<file path="src/rtl/dffers_ctrl_seq.sv">
// Control sequencer for a bank of dffers flops. It turns CLEAR/PRESET/LOAD/NOP commands
// into timed, registered D/E/Rn/Sn waveforms, and adds a recovery gap after every async pulse.
module dffers_ctrl_seq #(
    parameter int WIDTH     = 8,
    parameter int PULSE_LEN = 2,
    parameter int RECOV     = 2
) (
    input  logic             clk,
    input  logic             R,
    input  logic             cmd_valid,
    output logic             cmd_ready,
    input  logic [1:0]       cmd_op,
    input  logic [WIDTH-1:0] cmd_data,
    output logic [WIDTH-1:0] ff_D,
    output logic             ff_E,
    output logic [WIDTH-1:0] ff_Rn,
    output logic [WIDTH-1:0] ff_Sn,
    output logic             busy,
    output logic             done
);

    localparam int MAXC = (PULSE_LEN > RECOV) ? PULSE_LEN : RECOV;
    localparam int CW   = $clog2(MAXC + 1);
    localparam logic [CW-1:0] PULSE_C = CW'(PULSE_LEN);
    localparam logic [CW-1:0] RECOV_C = CW'(RECOV);
    localparam logic [CW-1:0] ONE_C   = CW'(1);

    typedef enum logic [2:0] {
        ST_RST   = 3'd0,
        ST_PULSE = 3'd1,
        ST_GAP   = 3'd2,
        ST_LOAD  = 3'd3,
        ST_IDLE  = 3'd4
    } state_t;

    localparam logic [1:0] OP_NOP    = 2'b00;
    localparam logic [1:0] OP_CLEAR  = 2'b01;
    localparam logic [1:0] OP_PRESET = 2'b10;
    localparam logic [1:0] OP_LOAD   = 2'b11;

    state_t            state, state_nxt;
    logic [CW-1:0]     cnt, cnt_nxt;
    // Set when the current GAP follows a command pulse, so its exit reports done.
    logic              pend, pend_nxt;
    logic [WIDTH-1:0]  d_nxt, rn_nxt, sn_nxt;
    logic              e_nxt, ready_nxt, done_nxt;

    always_ff @(posedge clk) begin
        if (R) begin
            state     <= ST_RST;
            cnt       <= '0;
            pend      <= 1'b0;
            ff_D      <= '0;
            ff_E      <= 1'b0;
            ff_Rn     <= '0;
            ff_Sn     <= '1;
            cmd_ready <= 1'b0;
            busy      <= 1'b1;
            done      <= 1'b0;
        end else begin
            state     <= state_nxt;
            cnt       <= cnt_nxt;
            pend      <= pend_nxt;
            ff_D      <= d_nxt;
            ff_E      <= e_nxt;
            ff_Rn     <= rn_nxt;
            ff_Sn     <= sn_nxt;
            cmd_ready <= ready_nxt;
            busy      <= ~ready_nxt;
            done      <= done_nxt;
        end
    end

    // Next state and next registered output values; every output leaves a flop.
    always_comb begin
        state_nxt = state;
        cnt_nxt   = cnt;
        pend_nxt  = pend;
        d_nxt     = ff_D;
        e_nxt     = 1'b0;
        rn_nxt    = '1;
        sn_nxt    = '1;
        ready_nxt = 1'b0;
        done_nxt  = 1'b0;

        case (state)
            ST_RST: begin
                state_nxt = ST_GAP;
                cnt_nxt   = RECOV_C;
                pend_nxt  = 1'b0;
            end

            ST_PULSE: begin
                if (cnt == ONE_C) begin
                    state_nxt = ST_GAP;
                    cnt_nxt   = RECOV_C;
                    pend_nxt  = 1'b1;
                end else begin
                    cnt_nxt = cnt - ONE_C;
                    rn_nxt  = ff_Rn;
                    sn_nxt  = ff_Sn;
                end
            end

            ST_GAP: begin
                if (cnt == ONE_C) begin
                    state_nxt = ST_IDLE;
                    ready_nxt = 1'b1;
                    done_nxt  = pend;
                    pend_nxt  = 1'b0;
                end else begin
                    cnt_nxt = cnt - ONE_C;
                end
            end

            ST_LOAD: begin
                state_nxt = ST_IDLE;
                ready_nxt = 1'b1;
                done_nxt  = 1'b1;
            end

            ST_IDLE: begin
                ready_nxt = 1'b1;
                if (cmd_valid && cmd_ready) begin
                    case (cmd_op)
                        OP_NOP: begin
                            done_nxt = 1'b1;
                        end
                        OP_CLEAR: begin
                            state_nxt = ST_PULSE;
                            cnt_nxt   = PULSE_C;
                            rn_nxt    = ~cmd_data;
                            ready_nxt = 1'b0;
                        end
                        OP_PRESET: begin
                            state_nxt = ST_PULSE;
                            cnt_nxt   = PULSE_C;
                            sn_nxt    = ~cmd_data;
                            ready_nxt = 1'b0;
                        end
                        OP_LOAD: begin
                            state_nxt = ST_LOAD;
                            d_nxt     = cmd_data;
                            e_nxt     = 1'b1;
                            ready_nxt = 1'b0;
                        end
                        default: ;
                    endcase
                end
            end

            default: begin
                state_nxt = ST_RST;
            end
        endcase
    end

endmodule

</file>
<file path="config.mk">
export PLATFORM = sky130hd
export DESIGN_NAME = dffers_ctrl_seq
export DESIGN_NICKNAME = d
export VERILOG_FILES = /design/src/rtl/dffers_ctrl_seq.sv
export SDC_FILE = /design/constraint.sdc
export NUM_CORES = 1
export LEC_CHECK = 0
export ABC_AREA = 1
export BUFFER_PORTS_ARGS = -buffer_cell sky130_fd_sc_hd__buf_2
export CAP_MARGIN = 25
export CELL_PAD_IN_SITES_DETAIL_PLACEMENT = 0
export CELL_PAD_IN_SITES_GLOBAL_PLACEMENT = 1
export CORE_ASPECT_RATIO = 2
export CORE_MARGIN = 2
export CORE_UTILIZATION = 37
export DETAILED_ROUTE_END_ITERATION = 8
export GPL_TIMING_DRIVEN = 0
export HOLD_SLACK_MARGIN = 0.1
export PLACE_DENSITY = 0.78
export SETUP_SLACK_MARGIN = 0.4
export SYNTH_ARGS = -nofsm -noshare
export SYNTH_HDL_FRONTEND = slang
export SYNTH_SLANG_ARGS = --single-unit
</file>
<file path="constraint.sdc">
create_clock -name clk -period 1.5 [get_ports clk]
set_input_delay 0 -clock clk [delete_from_list [all_inputs] [get_ports clk]]
set_output_delay 0 -clock clk [all_outputs]
set_load 0.005 [all_outputs]
</file>
### Word level (Yosys, flattened, before mapping)

Index checks and enable logic that the tools add are counted.

| word-level totals | value |
|---|---|
| logic and storage cells | 70 |
| register bits | 34 |
| output and inout bits | 28 |
| input bits | 13 |

| operators by class | value |
|---|---|
| add/subtract/negate cells | 1 |
| eq/ne operators | 14 |
| reduce and logical (&&, ||, !) cells | 12 |
| muxes and demuxes | 29 |
| bitwise logic cells | 4 |

Operators with widths:

| kind | number |
|---|---|
| $mux W8 | 5 |
| $pmux W8 S2 | 2 |
| $pmux W3 S5 | 1 |
| $ne A2 B2 Y1 const B | 5 |
| $mux W1 | 9 |
| $mux W3 | 3 |
| $pmux W1 S3 | 3 |
| $mux W2 | 4 |
| $not A8 Y8 | 1 |
| $pmux W2 S4 | 1 |
| $reduce_and A4 Y1 | 2 |
| $eq A3 B2 Y1 const B | 2 |
| $pmux W3 S2 | 1 |
| $reduce_and A3 Y1 | 2 |
| $reduce_or A3 Y1 | 2 |
| $eq A2 B1 Y1 const B | 2 |
| $eq A2 B2 Y1 const B | 2 |
| $reduce_bool A4 Y1 | 1 |
| $eq A3 B1 Y1 const B | 1 |
| $eq A3 B3 Y1 const B | 1 |
| $logic_not A3 Y1 | 1 |
| $ne A3 B2 Y1 const B | 1 |
| $not A1 Y1 | 3 |
| $reduce_bool A3 Y1 | 1 |
| 4 further kinds | 4 |

### Longest topological paths before layout

Gate-level depths: netlist of run 1.

| logic depth | value |
|---|---|
| depth after elaboration | 6 |
| depth in mapped cells | 9 |
| gate-level depth less buffers | 9 |

### Worst setup path before layout of run 1

OpenSTA, ideal clock, no wires.

| timing | value |
|---|---|
| kind | flip-flop to flip-flop |
| start point | reg cnt[1] |
| end point | reg ff_Rn[4] |
| period minus slack after synthesis | 1.296 ns |
| path slack | 0.204 ns |
| setup time | 0.116 ns |
| arrival time | 1.180 ns |
| cell stages (with the launch flop) | 7 |
| data required time | 1.384 ns |
| path through | dfxtp_1 inv_1 ha_1 nor2_8 inv_6 buf_6 o211a_1 |

| on the way | value |
|---|---|
| longest elaborated chain between the ends | 2 |

RTL lines:

| element | line | source |
|---|---|---|
| start: declaration | 42 | `logic [CW-1:0] cnt, cnt_nxt;` |
| start signal: assignment | 62 | `cnt <= cnt_nxt;` |
| $eq A2 B1 Y1 | 94 | `if (cnt == ONE_C) begin` |
| $ne A2 B2 Y1 (no source line) | - |  |
| end signal: assignment | 66 | `ff_Rn <= rn_nxt;` |
| end: declaration | 16 | `output logic [WIDTH-1:0] ff_Rn,` |

Every way passes these cells.
A chain may end at the register's enable or synchronous reset.

### Worst setup path in the final report of run 1

| timing | value |
|---|---|
| start point | reg state[1] |
| end point | reg ff_Rn[4] |

| on the way | value |
|---|---|
| longest elaborated chain between the ends | 2 |
| elaborated cells on any way between the ends | 4 |

RTL lines:

| element | line | source |
|---|---|---|
| start: declaration | 41 | `state_t state, state_nxt;` |
| start signal: assignment | 61 | `state <= state_nxt;` |
| $eq A3 B3 Y1 / $eq A3 B1 Y1 (equally long branches) | 86 | `case (state)` |
| $pmux W8 S2 / $ne A2 B2 Y1 (equally long branches) | - |  |

Parallel ways exist; a longest one is shown, timed or not.

==> results.json, run 1 <==
{
  "synth_ff_type": "dfxtp_1",
  "period_needed_ns": 1.32,
  "max-slew-margin-rel": 0.685,
  "core_sq_um": 4050,
  "grt_max_degree": 13,
  "die_w_um": 49.5,
  "peakVddDrop_v": 0.000919,
  "cp.arrival_ns": 1.51,
  "maxCapViolations": 0,
  "tns_ns": 0,
  "post-dp-hpwl_um": 2920,
  "synth_cell_types": 23,
  "initial_utilization": 0.379,
  "antenna_found_initial": 0,
  "synth_xor_area_frac": 0,
  "grt_overflow": 0,
  "synth_nets": 221,
  "p_switching_mw": 0.749,
  "p_int_mw": 1.94,
  "ys_ff_latch": 34,
  "port_buffers": 40,
  "clk_pin_slew_ns": 0.07,
  "grt_setup_unrepaired": "yes",
  "drt_iter0_markers": 16,
  "min_to": "busy",
  "finalHoldViolations": 0,
  "r2r-end": "ff_Rn[4]",
  "worstPathRequired_ns": 1.69,
  "nets": 293,
  "fin_crit_sh": 0.883,
  "synth_cells": 201,
  "async_reset_ff_frac": 0,
  "r2r_start": "state[1]",
  "synth_compound_area_frac": 0.0759,
  "routed_via_density": 4.74,
  "io_pins": 41,
  "fp.dieH_um": 95.1,
  "layout_common_cells": "buf_2, nand2_1, dfxtp_1",
  "holdCritPathClass": "in -> reg",
  "synth_seq_area_share": 0.444,
  "final_common_cell": "buf_2",
  "wl_um": 4140,
  "grt.total_usage": 0.192,
  "switching_share": 0.278,
  "power_density_nw_per_um2": 1150,
  "finalSetupViolations": 0,
  "grt_pass1_vias": 1536,
  "combinationalPowerShare": 0.244,
  "hold_start": "cmd_valid",
  "ys_warn_count": 0,
  "grt_first_pass_wirelength_um": 6810,
  "antennaDiodeCount": 0,
  "synthSimpleGateAreaFrac": 0.334,
  "hold-path-cell-count": 5,
  "fp.dieArea_sq_um": 4710,
  "post_drt_wl_per_cell_um": 12.7,
  "dr.pass1.iters": 4,
  "cp_max_fo": 10,
  "status": "complete, no violations",
  "p_seq_frac": 0.374,
  "synthAdderAreaFrac": 0.0571,
  "synth_top_family_by_area": "simple AND/OR/NAND/NOR gates",
  "startpoint_type": "register",
  "p_leak_nw": 1.10,
  "drive_above_1_share": 0.405,
  "skew_ns": 0.00490,
  "final_max_slew_viol_count": 0,
  "crit_type": "reg -> reg",
  "clk_latency_ns": 0.29,
  "cts_inserted_buffers": 5,
  "p_clk_frac": 0.381,
  "cts_tree": "built",
  "end_kind": "register",
  "rows": 33,
  "cts_root_buf": "clkbuf_8",
  "worst_slew_pin_slew_ns": 0.472,
  "max_freq_ghz": 0.755,
  "htreeDepth": 2,
  "synth_mux_area_frac": 0,
  "syn_area_sq_um": 1530,
  "drc": 0,
  "reg2reg_depth": 7,
  "clock_sinks": 34,
  "via_count": 1545,
  "fin_util": 0.576,
  "globalplace.congestion": 0.758,
  "reg2reg_slack_ns": 0.18,
  "cts_buffer_depth": 2,
  "syn_avg_cell_area_sq_um": 7.63,
  "drtAntennaViolNets": 0,
  "synth_edf_count": 0,
  "areaGrowthSynthToFinish_pct": 52.0
}
[cell families (layout without fill, tap and decap cells)]
logic type	count (synthesis)	count (layout)
AOI/OAI and AO/OA	20	20
adders and majority gates	7	7
buffers and inverters	30	103
DFF	34	34
and+or+nand+nor	110	110
[metrics by stage]
stage	cell area (sq um)	total power, mW	worst slack, ns	hold slack, ns	cells
after floorplan	1570	1.34	0.325	0.0617	201
final	2330	2.69	0.175	0.191	326
after global placement	1830	1.47	0.0951	0.243	293
after CTS	2250	2.60	0.224	0.197	321
after global routing	2330	2.83	0.130	0.226	326
after detailed placement	1830	1.46	0.125	0.234	293
[worst max-delay path by stage]
| stage | from | to | cells after the start |
|---|---|---|---|
| final | state[1] | ff_Rn[4] | 7 |
| after global routing | state[1] | ff_Rn[4] | 7 |
| after CTS | state[0] | ff_Sn[6] | 8 |
| after detailed placement | state[1] | ff_D[3] | 6 |
| after global placement | state[1] | ff_D[3] | 6 |
| after floorplan | state[2] | ff_Rn[4] | 6 |
[timing repair]
item,CTS,global route
cloned,1,0
pin swaps,8,10
hold endpoints to repair,28,0
gates resized for setup,24,16
hold buffers,10,0
endpoints found under the setup margin,34,34
buffers inserted,9,5
[power by group through the flow]
stage	registers [mW]	clock network (mW)	logic, mW
after global placement	1.03	0	0.432
after CTS	1.02	1.05	0.540
after detailed placement	1.04	0	0.430
final	1.01	1.03	0.658
after floorplan	1.03	0	0.315
after global routing	1.01	1.07	0.742
[sequential cells by signal (all words and copies together) (netlist names)]
register,cells
done,1
cmd_ready,1
state,3
ff_D,8
pend,1
cnt,2
ff_Rn,8
ff_E,1
ff_Sn,8
busy,1
[cell usage after synthesis, types with 2 or more instances]
cell	n	area, sq um
o21ai_0	11	55.1
o211a_1	3	30.0
nor3_1	5	25.0
buf_6	2	22.5
dfxtp_1	34	681
nor2_2	2	12.5
a21oi_1	5	25.0
nand4_1	2	12.5
nor2_1	18	67.6
nand3_1	36	180
nand2_1	41	154
ha_1	7	87.6
buf_2	3	15.0
nand2_2	2	12.5
inv_1	22	82.6
[worst max-delay path, stage by stage, from the launching register on]
cell	delay, ns
dfxtp_4	0.37
buf_4	0.14
nor2_4	0.13
nand2_4	0.08
nor2_8	0.11
inv_6	0.06
buf_8	0.14
o211a_1	0.20
[routing by layer]
layer,share of wire,up-vias,global-route usage
met3,0.030,9,0.0329
met4,0.027,0,0.104
met2,0.58,30,0.376
li1,-,798,-
met5,0,-,0
met1,0.36,708,0.183
[final cells by class]
cell class,count,area (sq um)
plain buffers,7,58.8
clock buffers,5,68.8
clock inverters,3,68.8
fillers,413,1720
inverters,23,93.8
multi-input cells,137,848
flip-flops and latches,34,694
well taps,52,65.1
repair buffers,65,433
(Power assumes the default switching activity.)
==> run 2, diff against run 1 <==
--- a/config.mk
+++ b/config.mk
@@ -12,11 +12,11 @@
 export CELL_PAD_IN_SITES_GLOBAL_PLACEMENT = 1
 export CORE_ASPECT_RATIO = 2
 export CORE_MARGIN = 2
-export CORE_UTILIZATION = 37
+export CORE_UTILIZATION = 33
 export DETAILED_ROUTE_END_ITERATION = 8
 export GPL_TIMING_DRIVEN = 0
 export HOLD_SLACK_MARGIN = 0.1
-export PLACE_DENSITY = 0.78
+export PLACE_DENSITY = 0.73
 export SETUP_SLACK_MARGIN = 0.4
 export SYNTH_ARGS = -nofsm -noshare
 export SYNTH_HDL_FRONTEND = slang
==> constraint.sdc (replaced) <==
create_clock -name clk -period 1.1 [get_ports clk]
set_input_delay 0 -clock clk [delete_from_list [all_inputs] [get_ports clk]]
set_output_delay 0 -clock clk [all_outputs]
set_load 0.005 [all_outputs]
==> results.json, run 2 (synthesis results as in run 1) <==
{
  "fp.dieArea_sq_um": 5240,
  "finalWorstSetupSlack_ns": -0.217,
  "nets": 302,
  "final_common_cell": "buf_2",
  "globalplace.congestion": 0.742,
  "multiInputGateArea_sq_um": 895,
  "dr.pass1.iters": 4,
  "crit_slowest_cell": "dfxtp_4",
  "crit_chain": "nor2_4 -> nand2_4 -> nor2_4 -> buf_12 -> buf_8 -> nand3_1 -> nand2_2 -> nand3_1",
  "tns_ns": -4.55,
  "regArea_sq_um": 726,
  "fillers": 455,
  "grt_pass1_vias": 1588,
  "cp.arrival_ns": 1.46,
  "drive_above_1_share": 0.523,
  "worstPathRequired_ns": 1.24,
  "cpLargestDelayFamily": "simple AND/OR/NAND/NOR gates",
  "critPathMaxStageDelay_ns": 0.37,
  "ctsHoldBuffers": 12,
  "drtAntennaViolNets": 0,
  "final_cell_area_sq_um": 2540,
  "max_freq_ghz": 0.759,
  "status": "finished with violations",
  "place_area_sq_um": 1840,
  "fin_crit_sh": 1.20,
  "clk_pin_slew_ns": 0.07,
  "peakVddDrop_v": 0.000991,
  "cts_inserted_buffers": 5,
  "routed_via_density": 4.79,
  "io_pins": 41,
  "grt_max_degree": 11,
  "final_max_slew_viol_count": 0,
  "layout_common_cells": "buf_2, nand2_1, nand3_1",
  "htreeDepth": 2,
  "crit_buf_inv": 2,
  "post-dp-hpwl_um": 3040,
  "cp_max_fo": 6,
  "p_leak_nw": 1.19,
  "max-slew-margin-rel": 0.715,
  "initial_utilization": 0.337,
  "finalNonFillerCells": 336,
  "drc": 0,
  "antennaDiodeCount": 0,
  "core_sq_um": 4550,
  "largestRegisters": "ff_D x8, ff_Rn x8, ff_Sn x8",
  "fp.dieH_um": 100,
  "areaGrowthSynthToFinish_pct": 65.6,
  "finalSetupViolations": 34,
  "clock_sinks": 34,
  "holdCritPathClass": "in -> reg",
  "p_total_mw": 3.29,
  "grt_first_pass_wirelength_um": 7040,
  "cts_buffer_depth": 2,
  "cts_tree": "built",
  "maxCapViolations": 0,
  "fin_hold_ws_ns": 0.0413,
  "antenna_found_initial": 0,
  "rows": 35,
  "cts_root_buf": "clkbuf_8",
  "drt_iter0_markers": 12,
  "die_w_um": 52.2,
  "startpoint_type": "register",
  "period_needed_ns": 1.32,
  "grt_overflow": 0,
  "clk_latency_ns": 0.28,
  "skew_ns": 0.00219,
  "via_count": 1609,
  "post_drt_wl_per_cell_um": 13.3,
  "grt_setup_unrepaired": "yes",
  "violations": "negative setup slack",
  "power_density_nw_per_um2": 1290,
  "placed_cells": 296,
  "finalHoldViolations": 0,
  "port_buffers": 40,
  "grt.total_usage": 0.179,
  "worst_slew_pin_slew_ns": 0.427,
  "wl_um": 4480,
  "crit_type": "reg -> reg",
  "end_kind": "register"
}
run 2: cell types whose count changed in the layout (fill, tap and decap cells not counted), sizes merged:
| cell | change |
|---|---|
| buf | +6 |
| bufinv | -2 |
| clkbuf | +2 |
| clkinv | -1 |
| dlygate4sd3 | +2 |
run 2: power breakdown:
group / leakage (nW) / switching [mW] / total, mW / internal (mW)
Sequential: 0.281 / 0.0734 / 1.39 / 1.31
Clock: 0.0431 / 0.418 / 0.900 / 0.482
Combinational: 0.862 / 0.499 / 1.00 / 0.501
Total: 1.19 / 0.991 / 3.29 / 2.30
run 2: layout make-up:
| cell class | count | share of cell area |
|---|---|---|
| Inverter | 23 | 0.0409 |
| Sequential cell | 34 | 0.286 |
| Multi-Input combinational cell | 137 | 0.352 |
| Buffer | 7 | 0.0246 |
| Tap cell | 55 | 0.0271 |
| Timing Repair Buffer | 74 | 0.237 |
| Clock buffer | 6 | 0.0325 |
run 2: what timing repair did:
action / in CTS / in global routing
buffers inserted: 10 / 10
resized for setup: 55 / 41
gates cloned: 1 / 1
endpoints found under the hold margin: 28 / 2
pin swaps: 13 / 9
setup endpoints to repair: 60 / 62
run 2: metal layers:
layer / global-route usage / part of all wire
met1: 0.172 / 0.34
met5: 0 / 0
met2: 0.357 / 0.61
met3: 0.0268 / 0.026
met4: 0.0651 / 0.020
run 2: worst paths after layout:
check	start	endpoint	slack (ns)	depth (start not counted)
hold / removal	cmd_data[7]	ff_Sn[7]	0.04	4
setup / recovery	state[1]	ff_Sn[4]	-0.22	8
setup reg to reg	state[1]	ff_Sn[4]	-0.22	8
hold reg to reg	ff_Sn[1]	ff_Sn[1]	0.46	2
run 2: stage by stage:
stage	setup WS, ns	utilization
after floorplan	-0.0746	-
after global routing	-0.284	0.558
after detailed placement	-0.324	0.404
final	-0.217	0.558
after global placement	-0.313	0.404
after CTS	-0.191	0.500
run 2: worst register-to-register path, stage by stage (launching register included):
cell,delay [ns]
dfxtp_4,0.37
nor2_4,0.16
nand2_4,0.07
nor2_4,0.10
buf_12,0.14
buf_8,0.12
nand3_1,0.08
nand2_2,0.08
nand3_1,0.07
